<file path="src/rtl/fxp_acc_pipe.sv">
// Streaming signed fixed-point accumulator: sums an in_last-delimited burst of products,
// saturates into the output format and holds the result in a single-entry valid/ready register.
module fxp_acc_pipe #(
    parameter int WII   = 8,
    parameter int WIF   = 32,
    parameter int WOI   = 8,
    parameter int WOF   = 32,
    parameter int GUARD = 8,
    parameter int ROUND = 1,
    parameter int CNT_W = GUARD + 1
) (
    input  logic                 clk,
    input  logic                 rst,
    input  logic [WII+WIF-1:0]   in_data,
    input  logic                 in_overflow,
    input  logic                 in_valid,
    input  logic                 in_last,
    output logic                 in_ready,
    output logic [WOI+WOF-1:0]   out_data,
    output logic                 out_overflow,
    output logic [CNT_W-1:0]     out_count,
    output logic                 out_valid,
    input  logic                 out_ready
);

    localparam int IW = WII + WIF;
    localparam int OW = WOI + WOF;
    localparam int AW = WII + GUARD + WIF;
    localparam int D  = WIF - WOF;
    localparam int SW = AW + 1 - D;

    // Half of the output LSB, added before the fractional bits are dropped
    localparam logic [AW:0] RND_K = (ROUND != 0 && D > 0) ?
                                    ((AW+1)'(1) << ((D > 0) ? D - 1 : 0)) : '0;
    localparam logic [CNT_W-1:0] CNT_MAX = CNT_W'(1) << GUARD;
    localparam logic [OW-1:0] OUT_MAX = {1'b0, {(OW-1){1'b1}}};
    localparam logic [OW-1:0] OUT_MIN = {1'b1, {(OW-1){1'b0}}};

    typedef enum logic {
        IDLE = 1'b0,
        ACC  = 1'b1
    } state_t;

    state_t            state_reg, state_next;
    logic [AW-1:0]     acc_reg, acc_next;
    logic [CNT_W-1:0]  cnt_reg, cnt_next;
    logic              sticky_reg, sticky_next;

    logic [OW-1:0]     out_data_reg, out_data_next;
    logic              out_overflow_reg, out_overflow_next;
    logic [CNT_W-1:0]  out_count_reg, out_count_next;
    logic              out_valid_reg, out_valid_next;

    logic              accept;
    logic signed [AW-1:0] term_ext;
    logic signed [AW-1:0] acc_base;
    logic signed [AW-1:0] sum;
    logic [CNT_W-1:0]  cnt_base;
    logic [CNT_W-1:0]  cnt_inc;
    logic              cnt_full;
    logic              sticky_base;

    logic signed [AW:0]   sum_rnd;
    logic signed [SW-1:0] shv;
    logic                 hi_ok;
    logic [OW-1:0]        conv;
    logic                 sat;

    // Input is only stalled while a finished result is blocked downstream
    assign in_ready = !(out_valid_reg && !out_ready);
    assign accept   = in_valid && in_ready;

    assign term_ext    = AW'(signed'(in_data));
    assign acc_base    = (state_reg == ACC) ? signed'(acc_reg) : '0;
    assign cnt_base    = (state_reg == ACC) ? cnt_reg : '0;
    assign sticky_base = (state_reg == ACC) ? sticky_reg : 1'b0;
    assign sum         = acc_base + term_ext;

    // Counter saturates at 2^GUARD; a term beyond that still adds but flags overflow
    assign cnt_full = (cnt_base == CNT_MAX);
    assign cnt_inc  = cnt_full ? cnt_base : cnt_base + CNT_W'(1);

    // One extra MSB so the rounding carry cannot wrap before the clamp sees it
    assign sum_rnd = (AW+1)'(sum) + signed'(RND_K);
    assign shv     = sum_rnd[AW:D];
    assign hi_ok   = (&shv[SW-1:OW-1]) || !(|shv[SW-1:OW-1]);
    assign conv    = hi_ok ? shv[OW-1:0] : (shv[SW-1] ? OUT_MIN : OUT_MAX);
    assign sat     = !hi_ok;

    always_comb begin
        state_next        = state_reg;
        acc_next          = acc_reg;
        cnt_next          = cnt_reg;
        sticky_next       = sticky_reg;
        out_data_next     = out_data_reg;
        out_overflow_next = out_overflow_reg;
        out_count_next    = out_count_reg;
        out_valid_next    = out_valid_reg;

        if (out_valid_reg && out_ready) begin
            out_valid_next = 1'b0;
        end

        if (accept) begin
            if (in_last) begin
                state_next        = IDLE;
                acc_next          = '0;
                cnt_next          = '0;
                sticky_next       = 1'b0;
                out_data_next     = conv;
                out_overflow_next = sticky_base | in_overflow | sat | cnt_full;
                out_count_next    = cnt_inc;
                out_valid_next    = 1'b1;
            end else begin
                state_next  = ACC;
                acc_next    = sum;
                cnt_next    = cnt_inc;
                sticky_next = sticky_base | in_overflow | cnt_full;
            end
        end
    end

    always_ff @(posedge clk or posedge rst) begin
        if (rst) begin
            state_reg        <= IDLE;
            acc_reg          <= '0;
            cnt_reg          <= '0;
            sticky_reg       <= 1'b0;
            out_data_reg     <= '0;
            out_overflow_reg <= 1'b0;
            out_count_reg    <= '0;
            out_valid_reg    <= 1'b0;
        end else begin
            state_reg        <= state_next;
            acc_reg          <= acc_next;
            cnt_reg          <= cnt_next;
            sticky_reg       <= sticky_next;
            out_data_reg     <= out_data_next;
            out_overflow_reg <= out_overflow_next;
            out_count_reg    <= out_count_next;
            out_valid_reg    <= out_valid_next;
        end
    end

    assign out_data     = out_data_reg;
    assign out_overflow = out_overflow_reg;
    assign out_count    = out_count_reg;
    assign out_valid    = out_valid_reg;

endmodule
</file>
<file path="config.mk">
export PLATFORM = sky130hd
export DESIGN_NAME = fxp_acc_pipe
export DESIGN_NICKNAME = d
export VERILOG_FILES = /design/src/rtl/fxp_acc_pipe.sv
export SDC_FILE = /design/constraint.sdc
export NUM_CORES = 1
export LEC_CHECK = 0
export CAP_MARGIN = 20
export CORE_MARGIN = 2
export CORE_UTILIZATION = 57
export DETAILED_ROUTE_END_ITERATION = 10
export HOLD_SLACK_MARGIN = 0.15
export PLACE_DENSITY = 0.82
export SLEW_MARGIN = 10
export SYNTH_ARGS = -nofsm -noshare
export SYNTH_HDL_FRONTEND = slang
export SYNTH_SLANG_ARGS = --single-unit
</file>
<file path="constraint.sdc">
create_clock -name clk -period 5.2 [get_ports clk]
set_input_delay 1.04 -clock clk [delete_from_list [all_inputs] [get_ports clk]]
set_output_delay 1.04 -clock clk [all_outputs]
set_load 0.03 [all_outputs]
</file>
==> flow_summary.toml <==
[clock_network]
holdBufCountCts = 0
root_buffer = "clkbuf_16"
worstSkewPairLatency_ns = 0.36
ctsResizeCount = 0
cts_tree = "done"
cts_made_buffers = 9
h-tree-depth = 3
cts_setup_buffers = 0
cts.sinks = 110
clock_path_buffers = 2
cts.clk_slew.worst_paths_ns = 0.07

[critical_path]
crit_type = "in2reg"
cp.arrival_ns = 4.95
max_stage_delay_ns = 0.54
crit_required_ns = 5.43
worstSetupStartpointType = "input port"
critPathMaxFanout = 28
cp_slowest_cell = "a31oi_4"
cp-end-kind = "register"
path_cells = "clkdlybuf4s50_1, ha_1, inv_1, fa_1, nand2b_1, a21o_1, a21oi_1, o2111ai_2, a21boi_1, o41a_1, xnor2_1, and4bb_4, a31oi_4, buf_12, a22oi_1"

[power]
leakage_nw = 4.12
powerDensity_mw_per_mm2 = 383
ir_drop_v = 0.000253
p_total_w = 0.00359

[yosys]
ys_seq_area_share_pct = 34.9
synth_area_sq_mm = 0.00788
ys_seq_elements = 110
synthArstFlopShare_pct = 100
yosysWarnings = 0
synth_edf_count = 0
avgSynthCellArea_sq_um = 8.80
synth.distinct_cells = 75
ys.flop_type = "dfrtp_1"
synth_nets = 992
syn-instance-count = 896

[timing]
hold_viol = 0
rsz0062_at_grt = "no"
worstMarginPinSlew_ns = 0.971
fin_setup_tns_ns = 0
finClkSkew_ns = 0.00699
period_share_pct = 90.7
fmaxAchievable_ghz = 0.212
max_slew_margin_pct = 35.0
period_needed_ns = 4.72
setup_viol = 0
slew_viol_final = 0

[outcome]
status = "complete, no violations"

[final_layout]
n_antenna_cell = 0
utilization_pct = 70.1
layout_common_cells = "nand2_1, dfrtp_1, a21oi_1"
largest_reg_flops = 48
final_common_cell = "nand2_1"
syn_to_final_growth_pct = 18.8
drive_gt1_share_pct = 8.16
nNetsFinal = 1071

[floorplanning]
placementRows = 42
core_area_sq_mm = 0.0133
initial_core_util_pct = 59.0
chipHeight_microns = 122
die_w_microns = 122
ios = 98
die_area_sq_mm = 0.0148

[place]
hpwlAfterDp_mm = 14.6
place.gp.congestion = 0.957
port_buffers = 97

[drt]
drt-pass1-iter-count = 5
post-route-drc-count = 0
antenna_left = 0
drt_iter0_drc = 557
routedWlPerCell_microns = 17.8
vias_per_cell = 6.15
vias = 7106
wirelength_mm = 20.5

[global_route]
grt_pass1_wl_mm = 34.2
grt_antenna_before_repair = 0
overflow = 0
first_global_vias = 6777
grt_max_degree = 83
gr-usage-all-layers_pct = 28.9

[run]
maxCapViolations = 0

[min_path]
hold_path_class = "reg2reg"
metal layers:
metal / track usage, % / vias to the layer above / part of all wire, %
met1: 40.4 / 3425 / 47
met2: 46.6 / 209 / 47
met3: 5.43 / 36 / 4.7
met4: 7.54 / 0 / 1.9
li1: - / 3436 / -
met5: 0 / - / 0
path summary, 6_finish.rpt:
path | start | endpoint | slack (ns) | depth (start not counted)
setup / recovery | in_data[0] | out_data[32] | 0.48 | 15
hold / removal | acc_reg[0] | acc_reg[0] | 0.48 | 2
setup reg to reg | state_reg | out_data[32] | 0.62 | 15
hold reg to reg | acc_reg[0] | acc_reg[0] | 0.48 | 2
max in group asynchronous | rst | out_count[5] | 3.39 | 3
min in group asynchronous | rst | out_data[13] | 1.05 | 2
critical path: cells and delay by family:
kind	cells	cell delay [ns]
compound gates	7	1.83
buf+inv	3	0.80
fa+ha+maj	2	0.59
simple gates	2	0.44
xor+xnor	1	0.21
through the flow:
step	setup WS [ns]	hold slack (ns)	cells	instance area, sq um
floorplan	1.26	0.440	896	7880
global placement	0.299	0.453	1138	9010
detailed placement	0.169	0.460	1139	9030
CTS	0.524	0.476	1155	9330
global route	0.281	0.508	1156	9360
finish	0.484	0.478	1156	9360
synth_stat cells, types with 3 or more instances:
cell,number,area share (%)
a31oi_1,3,0.24
o21a_1,9,0.86
a21o_1,9,0.86
o21ai_1,5,0.32
ha_1,49,7.8
nand2_1,131,6.2
o211ai_1,7,0.67
a32o_1,3,0.38
clkbuf_1,33,1.6
buf_6,4,0.57
and3_1,4,0.32
a21oi_1,99,6.3
a211oi_1,4,0.38
or2_2,3,0.24
nand4_1,14,1.1
o31ai_1,4,0.38
a22o_1,41,4.6
a221oi_2,3,0.57
a22oi_2,18,2.9
inv_1,18,0.86
nand3_1,19,1.2
a21boi_0,5,0.48
nor2_1,41,2.0
nor2b_1,5,0.40
nor4_1,3,0.24
dfrtp_1,110,35
a22oi_1,19,1.8
o21bai_1,5,0.48
o21ai_0,54,3.4
and2_1,54,4.3
nand2b_1,5,0.40
buf_2,6,0.38
nor3_1,11,0.70
xnor2_1,28,3.1
xor2_1,22,2.4
kinds of logic (layout without fill, tap and decap cells):
group           count (synthesis)  after routing  share of synthesized area, %
compound gates                313            313                          28.3
simple gates                  307            307                          19.2
flops                         110            110                          34.9
buf+inv                        63            147                          3.52
xor+xnor                       51             51                          5.76
fa+ha+maj                      50             50                          8.03
mux                             2              2                         0.270
layout make-up:
| class | instances | area, sq um |
|---|---|---|
| multi-input cells | 723 | 4860 |
| fillers | 1068 | 3990 |
| flip-flops and latches | 110 | 2750 |
| repair buffers | 113 | 1160 |
| clock buffers | 10 | 229 |
| well taps | 176 | 220 |
| inverters | 18 | 70.1 |
| clock inverters | 6 | 68.8 |
power by group:
part / switching (W) / internal, W / total [W] / leakage (nW)
logic: 0.000997 / 0.000711 / 0.00171 / 2.52
clock network: 0.000343 / 0.000380 / 0.000723 / 0.149
registers: 0.000121 / 0.00103 / 0.00115 / 1.45
total: 0.00146 / 0.00212 / 0.00359 / 4.12
Power figures use the tool's default switching activity.
